**src/rtl/lb_pkg.sv**
```systemverilog
// Shared definitions for the 3x3 line-buffer sequencer: layer_code field layout,
// controller states and the read-pipeline depth.
package lb_pkg;

  localparam int LC_FIELD_W = 10;
  localparam int LC_W1_LSB  = 0;
  localparam int LC_H1_LSB  = 10;

  // Cycles from an accept until the line buffer presents the resulting window.
  localparam int LB_RD_LAT  = 2;

  typedef enum logic [1:0] {
    IDLE  = 2'd0,
    RUN   = 2'd1,
    FLUSH = 2'd2
  } lb_state_t;

endpackage

```
**src/rtl/lb_pos_counter.sv**
```systemverilog
// Column/row position counter for the line buffer. Column wraps by explicit
// compare against w1; row saturates at h1 so neither ever passes its limit.
module lb_pos_counter #(
  parameter int COL_BITS = 10,
  parameter int ROW_BITS = 10
) (
  input  logic                clk,
  input  logic                reset,
  input  logic                clear,
  input  logic                enable,
  input  logic [COL_BITS-1:0] w1,
  input  logic [ROW_BITS-1:0] h1,
  output logic [COL_BITS-1:0] col,
  output logic [ROW_BITS-1:0] row,
  output logic                last_col,
  output logic                last_row
);

  assign last_col = (col == w1);
  assign last_row = (row == h1);

  always_ff @(posedge clk or posedge reset) begin
    if (reset) begin
      col <= '0;
      row <= '0;
    end else if (clear) begin
      col <= '0;
      row <= '0;
    end else if (enable) begin
      if (last_col) begin
        col <= '0;
        if (!last_row) row <= row + 1'b1;
      end else begin
        col <= col + 1'b1;
      end
    end
  end

endmodule

```
**src/rtl/line_buffer_ctrl.sv**
```systemverilog
// Sequencer for one 3x3 line buffer: accepts pixel columns, drives the RAM
// address/write/select and flags when a full 3-row window is available.
module line_buffer_ctrl
  import lb_pkg::*;
#(
  parameter int LC_bits   = 20,
  parameter int ADDR_bits = 10
) (
  input  logic                 clk,
  input  logic                 reset,
  input  logic                 start,
  input  logic [LC_bits-1:0]   layer_code,
  input  logic                 in_valid,
  output logic                 in_ready,
  output logic [ADDR_bits-1:0] addr,
  output logic                 wea,
  output logic                 sel,
  output logic                 out_valid,
  output logic                 busy,
  output logic                 done
);

  lb_state_t state_reg, state_next;
  logic [1:0] flush_cnt_reg, flush_cnt_next;

  logic [ADDR_bits-1:0]  w1_reg;
  logic [LC_FIELD_W-1:0] h1_reg;

  logic [ADDR_bits-1:0]  col;
  logic [LC_FIELD_W-1:0] row;
  logic last_col, last_row;

  logic accept, take_start, flush_end;
  logic [ADDR_bits-1:0] addr_reg;
  logic wea_reg, sel_reg, done_reg;
  logic [LB_RD_LAT-1:0] ov_pipe_reg;

  assign in_ready = (state_reg == RUN);
  assign busy     = (state_reg != IDLE);
  assign accept   = in_valid & in_ready;

  lb_pos_counter #(
    .COL_BITS(ADDR_bits),
    .ROW_BITS(LC_FIELD_W)
  ) u_pos (
    .clk      (clk),
    .reset    (reset),
    .clear    (take_start),
    .enable   (accept),
    .w1       (w1_reg),
    .h1       (h1_reg),
    .col      (col),
    .row      (row),
    .last_col (last_col),
    .last_row (last_row)
  );

  always_ff @(posedge clk or posedge reset) begin
    if (reset) begin
      state_reg     <= IDLE;
      flush_cnt_reg <= '0;
    end else begin
      state_reg     <= state_next;
      flush_cnt_reg <= flush_cnt_next;
    end
  end

  // A start landing on the done cycle belongs to the finished layer's consumer
  // handshake, so it is deliberately dropped.
  always_comb begin
    state_next     = state_reg;
    flush_cnt_next = flush_cnt_reg;
    take_start     = 1'b0;
    flush_end      = 1'b0;
    case (state_reg)
      IDLE: begin
        if (start && !done_reg) begin
          take_start = 1'b1;
          state_next = RUN;
        end
      end
      RUN: begin
        flush_cnt_next = '0;
        if (accept && last_col && last_row) state_next = FLUSH;
      end
      FLUSH: begin
        if (flush_cnt_reg == 2'(LB_RD_LAT - 1)) begin
          flush_end  = 1'b1;
          state_next = IDLE;
        end else begin
          flush_cnt_next = flush_cnt_reg + 2'd1;
        end
      end
      default: state_next = IDLE;
    endcase
  end

  always_ff @(posedge clk or posedge reset) begin
    if (reset) begin
      w1_reg   <= '0;
      h1_reg   <= '0;
      addr_reg <= '0;
      wea_reg  <= 1'b0;
      sel_reg  <= 1'b0;
      done_reg <= 1'b0;
    end else begin
      if (take_start) begin
        w1_reg <= ADDR_bits'(layer_code[LC_W1_LSB +: LC_FIELD_W]);
        h1_reg <= layer_code[LC_H1_LSB +: LC_FIELD_W];
      end
      wea_reg <= accept;
      if (accept) addr_reg <= col;
      // RAM holds a valid previous row from the first accept of row 1 onward.
      if (flush_end)             sel_reg <= 1'b0;
      else if (accept && row != '0) sel_reg <= 1'b1;
      done_reg <= flush_end;
    end
  end

  // Window-valid is the accept pulse of rows >= 2, delayed by the read pipeline.
  always_ff @(posedge clk or posedge reset) begin
    if (reset) begin
      ov_pipe_reg <= '0;
    end else begin
      for (int i = LB_RD_LAT - 1; i > 0; i--) ov_pipe_reg[i] <= ov_pipe_reg[i-1];
      ov_pipe_reg[0] <= accept && (row >= LC_FIELD_W'(2));
    end
  end

  assign addr      = addr_reg;
  assign wea       = wea_reg;
  assign sel       = sel_reg;
  assign done      = done_reg;
  assign out_valid = ov_pipe_reg[LB_RD_LAT-1];

endmodule

```
**config.mk**
```make
export PLATFORM = sky130hd
export DESIGN_NAME = line_buffer_ctrl
export DESIGN_NICKNAME = d
export VERILOG_FILES = /design/src/rtl/lb_pkg.sv /design/src/rtl/lb_pos_counter.sv /design/src/rtl/line_buffer_ctrl.sv
export SDC_FILE = /design/constraint.sdc
export NUM_CORES = 1
export LEC_CHECK = 0
export ABC_AREA = 1
export BUFFER_PORTS_ARGS = -buffer_cell sky130_fd_sc_hd__buf_2
export CORE_MARGIN = 2
export CORE_UTILIZATION = 45
export CTS_CLUSTER_SIZE = 8
export DETAILED_ROUTE_END_ITERATION = 6
export HOLD_SLACK_MARGIN = 0.02
export PLACE_DENSITY = 0.64
export RECOVER_POWER = 100
export REMOVE_ABC_BUFFERS = 1
export SETUP_SLACK_MARGIN = 0.15
export SYNTH_ARGS = -nofsm -noshare
export SYNTH_HDL_FRONTEND = slang
export SYNTH_SLANG_ARGS = --single-unit
```
**constraint.sdc**
```tcl
create_clock -name clk -period 3.9 [get_ports clk]
set_input_delay 0.78 -clock clk [delete_from_list [all_inputs] [get_ports clk]]
set_output_delay 0.78 -clock clk [all_outputs]
set_load 0.05 [all_outputs]
```
==> results.toml <==
[power_and_ir_drop]
seq_power_share = 0.432
p_sw_mw = 0.768
power_frac_comb = 0.299
peakVddDrop_mv = 0.216
p_sw_frac = 0.375
power.internal_mw = 1.28
power_leakage_nw = 1.74
pwr-share-clk = 0.269
power_density_nw_per_um2 = 600

[critical_path]
rr_endpoint = "u_pos.col[9]$_DFFE_PP0P_"
cp_max_fo = 43
start_kind = "primary input"
endpoint_kind = "flip-flop"
critPathMaxStageDelay_ns = 0.99
crit_required_ns = 4.10
timing.rr.start = "state_reg[1]$_DFFE_PP0P_"
crit_chain = "buf_2 -> inv_1 -> nor2_1 -> nand2_1 -> inv_1 -> nor2_1 -> nor2_1 -> nor2_1"
reg2reg_depth = 6
path_buf_inv = 3
worstSetupEndpoint = "u_pos.col[9]$_DFFE_PP0P_"
slowest_stage = "inv_1"
path_class = "primary input to flip-flop"
path_delay_family = "simple AND/OR/NAND/NOR gates"
r2r_slack_ns = 1.14
cp.arrival_ns = 3.02
crit_path_frequent_cell = "nor2_1"
crit_start = "start"
cp_num_cells = 8

[logic_synthesis]
async_flop_share = 1.00
synth_top_family_by_area = "simple AND/OR/NAND/NOR gates"
ys.flop_type = "dfrtp_1"
yosys.area_share.adder = 0.0204
synth_compound_area_frac = 0.0591
synthesis.area_sq_um = 3070
synth_seq_cells = 59
synth_mux_area_frac = 0
synth.distinct_cells = 28
synth-xor-area-share = 0.0399
yosys.area_share.simple = 0.314
ys_warn_count = 0
netlist_instances = 400
synth-seq-area-share = 0.481
syn-mean-instance-area_sq_um = 7.68
synth_edf_count = 0

[clock_tree]
clk_pin_slew_worst_paths_ns = 0.06
cts_buffers = 9
cts.htree.levels = 3
ctsHoldBuffers = 0
root_buffer = "clkbuf_8"
cts.repair.resized = 0
postCtsSetupRepairBufs = 0
clk_latency_ns = 0.34
cts_buffer_depth = 2
cts_tree = "built"
cts_sinks = 59

[timing]
hold_viol_final = 0
setup_viol = 0
maxSlewViolCount = 0
finalCriticalPeriod_ns = 2.81
max_freq_mhz = 356
worst_pin_slew_ns = 1.41
rsz0062_at_grt = "no"
period_share = 0.721
clock_skew_ns = 0.00905
final.setup.tns_ns = 0
relSlewSlack = 0.0603

[global_route]
antenna_found_initial = 0
grt_pass1_wl_microns = 10900
first_global_vias = 2455
grt_max_degree = 44
overflow = 0
grt.total_usage = 0.185

[place]
finalWeightedCongestion = 0.828
port_buffers = 39
dp_hpwl_microns = 4230

[floorplanning]
core_region_area_sq_um = 6680
fp.dieArea_sq_um = 7500
row_count = 30
fp.dieH_microns = 86.6
pin_count = 40
start_util = 0.460
fp.dieW_microns = 86.6

[cells_and_area]
finish.utilization = 0.511
fill_cells = 692
diodes = 0
final_nets = 464
drive_gt1_frac = 0.105
syn2layout_area_growth_pct = 11.2

[run_status]
outcome = "complete, no violations"

[hold_path]
hp-class = "flip-flop to flip-flop"
min_from = "ov_pipe_reg[0]$_DFF_PP0_"

[routing]
drtIter0Drc = 108
vias = 2487
ant_nets = 0
wl_per_cell_microns = 11.7
viasPerCell = 4.79
drc = 0
wl_microns = 6080
firstDrtPassIters = 4

[run]
cap_violations = 0
-- kinds of logic after synthesis --
kind of cell | count (synthesis)
flip-flops | 59
XOR/XNOR | 14
AND/OR/NAND/NOR | 229
buffers and inverters | 59
AO/OA/AOI/OAI | 34
adder cells (fa/ha/maj) | 5
-- cell type report --
type,instances,area (sq um),area share
Sequential cell,59,1480,0.432
Tap cell,80,100,0.0293
Clock buffer,13,159,0.0465
Timing Repair Buffer,41,183,0.0535
Multi-Input combinational cell,282,1310,0.382
Inverter,42,158,0.0462
Clock inverter,2,35.0,0.0103
-- worst min-delay path by stage --
stage                                     endpoint  slack, ns  depth (start not counted)
after floorplan           ov_pipe_reg[1]$_DFF_PP0_       0.33                          0
after global placement    ov_pipe_reg[1]$_DFF_PP0_       0.34                          0
after detailed placement  ov_pipe_reg[1]$_DFF_PP0_       0.34                          0
after CTS                 ov_pipe_reg[1]$_DFF_PP0_       0.35                          0
after global routing      ov_pipe_reg[1]$_DFF_PP0_       0.37                          0
final                     ov_pipe_reg[1]$_DFF_PP0_       0.36                          0
-- power groups by stage --
stage          Sequential, mW  Combinational (mW)  Clock [mW]
2_1_floorplan           0.982               0.386           0
3_3_place_gp            0.890               0.622           0
3_5_place_dp            0.893               0.635           0
4_1_cts                 0.884               0.638       0.570
5_1_grt                 0.910               0.709       0.596
6_report                0.885               0.613       0.551
-- worst reg2reg max path, delay by kind of cell (launching register included) --
family	cells	cell delay, ns
simple gates	5	1.24
buf+inv	1	0.99
flops	1	0.40
-- placed cells by master, fill, tap and decap left out --
cell type,count
nand3_2,2
nor2_1,46
nand2_2,1
buf_2,23
clkinv_1,1
ha_1,5
xnor2_1,4
nor3_1,2
o21ai_1,2
bufinv_16,1
nor2_2,1
or2_0,1
clkbuf_1,20
clkinv_2,1
o21ai_4,1
nand4_1,15
nor4_1,2
nand3_1,11
dfrtp_1,59
inv_1,36
inv_2,5
clkbuf_8,11
xor2_1,10
nand2_1,148
o21ai_0,26
a21oi_1,5
-- Yosys cell counts, drive strengths merged (4+ instances only) --
cell type / instances / area (sq um)
dfrtp: 59 / 1480
nand3: 13 / 87.6
inv: 41 / 154
o21ai: 29 / 156
xnor2: 4 / 35.0
nand2: 149 / 562
nor2: 47 / 191
clkbuf: 5 / 20.0
buf: 12 / 87.6
xor2: 10 / 87.6
nand4: 15 / 93.8
ha: 5 / 62.6
a21oi: 5 / 25.0
-- stage by stage --
step	setup slack, ns	power, mW	instance area (sq um)	hold slack [ns]	instances
global placement	1.25	1.51	3270	0.336	504
global route	0.740	2.21	3420	0.366	519
CTS	1.55	2.09	3470	0.351	519
detailed placement	1.19	1.53	3270	0.340	504
floorplan	1.43	1.37	2960	0.331	383
finish	1.09	2.05	3420	0.356	519
-- routing by layer --
metal,global-route usage,part of all wire
met3,0.0467,0.042
met1,0.258,0.52
met5,0,0
met4,0.0625,0.014
met2,0.280,0.42
Note: power is estimated with default switching activity, not from simulation.
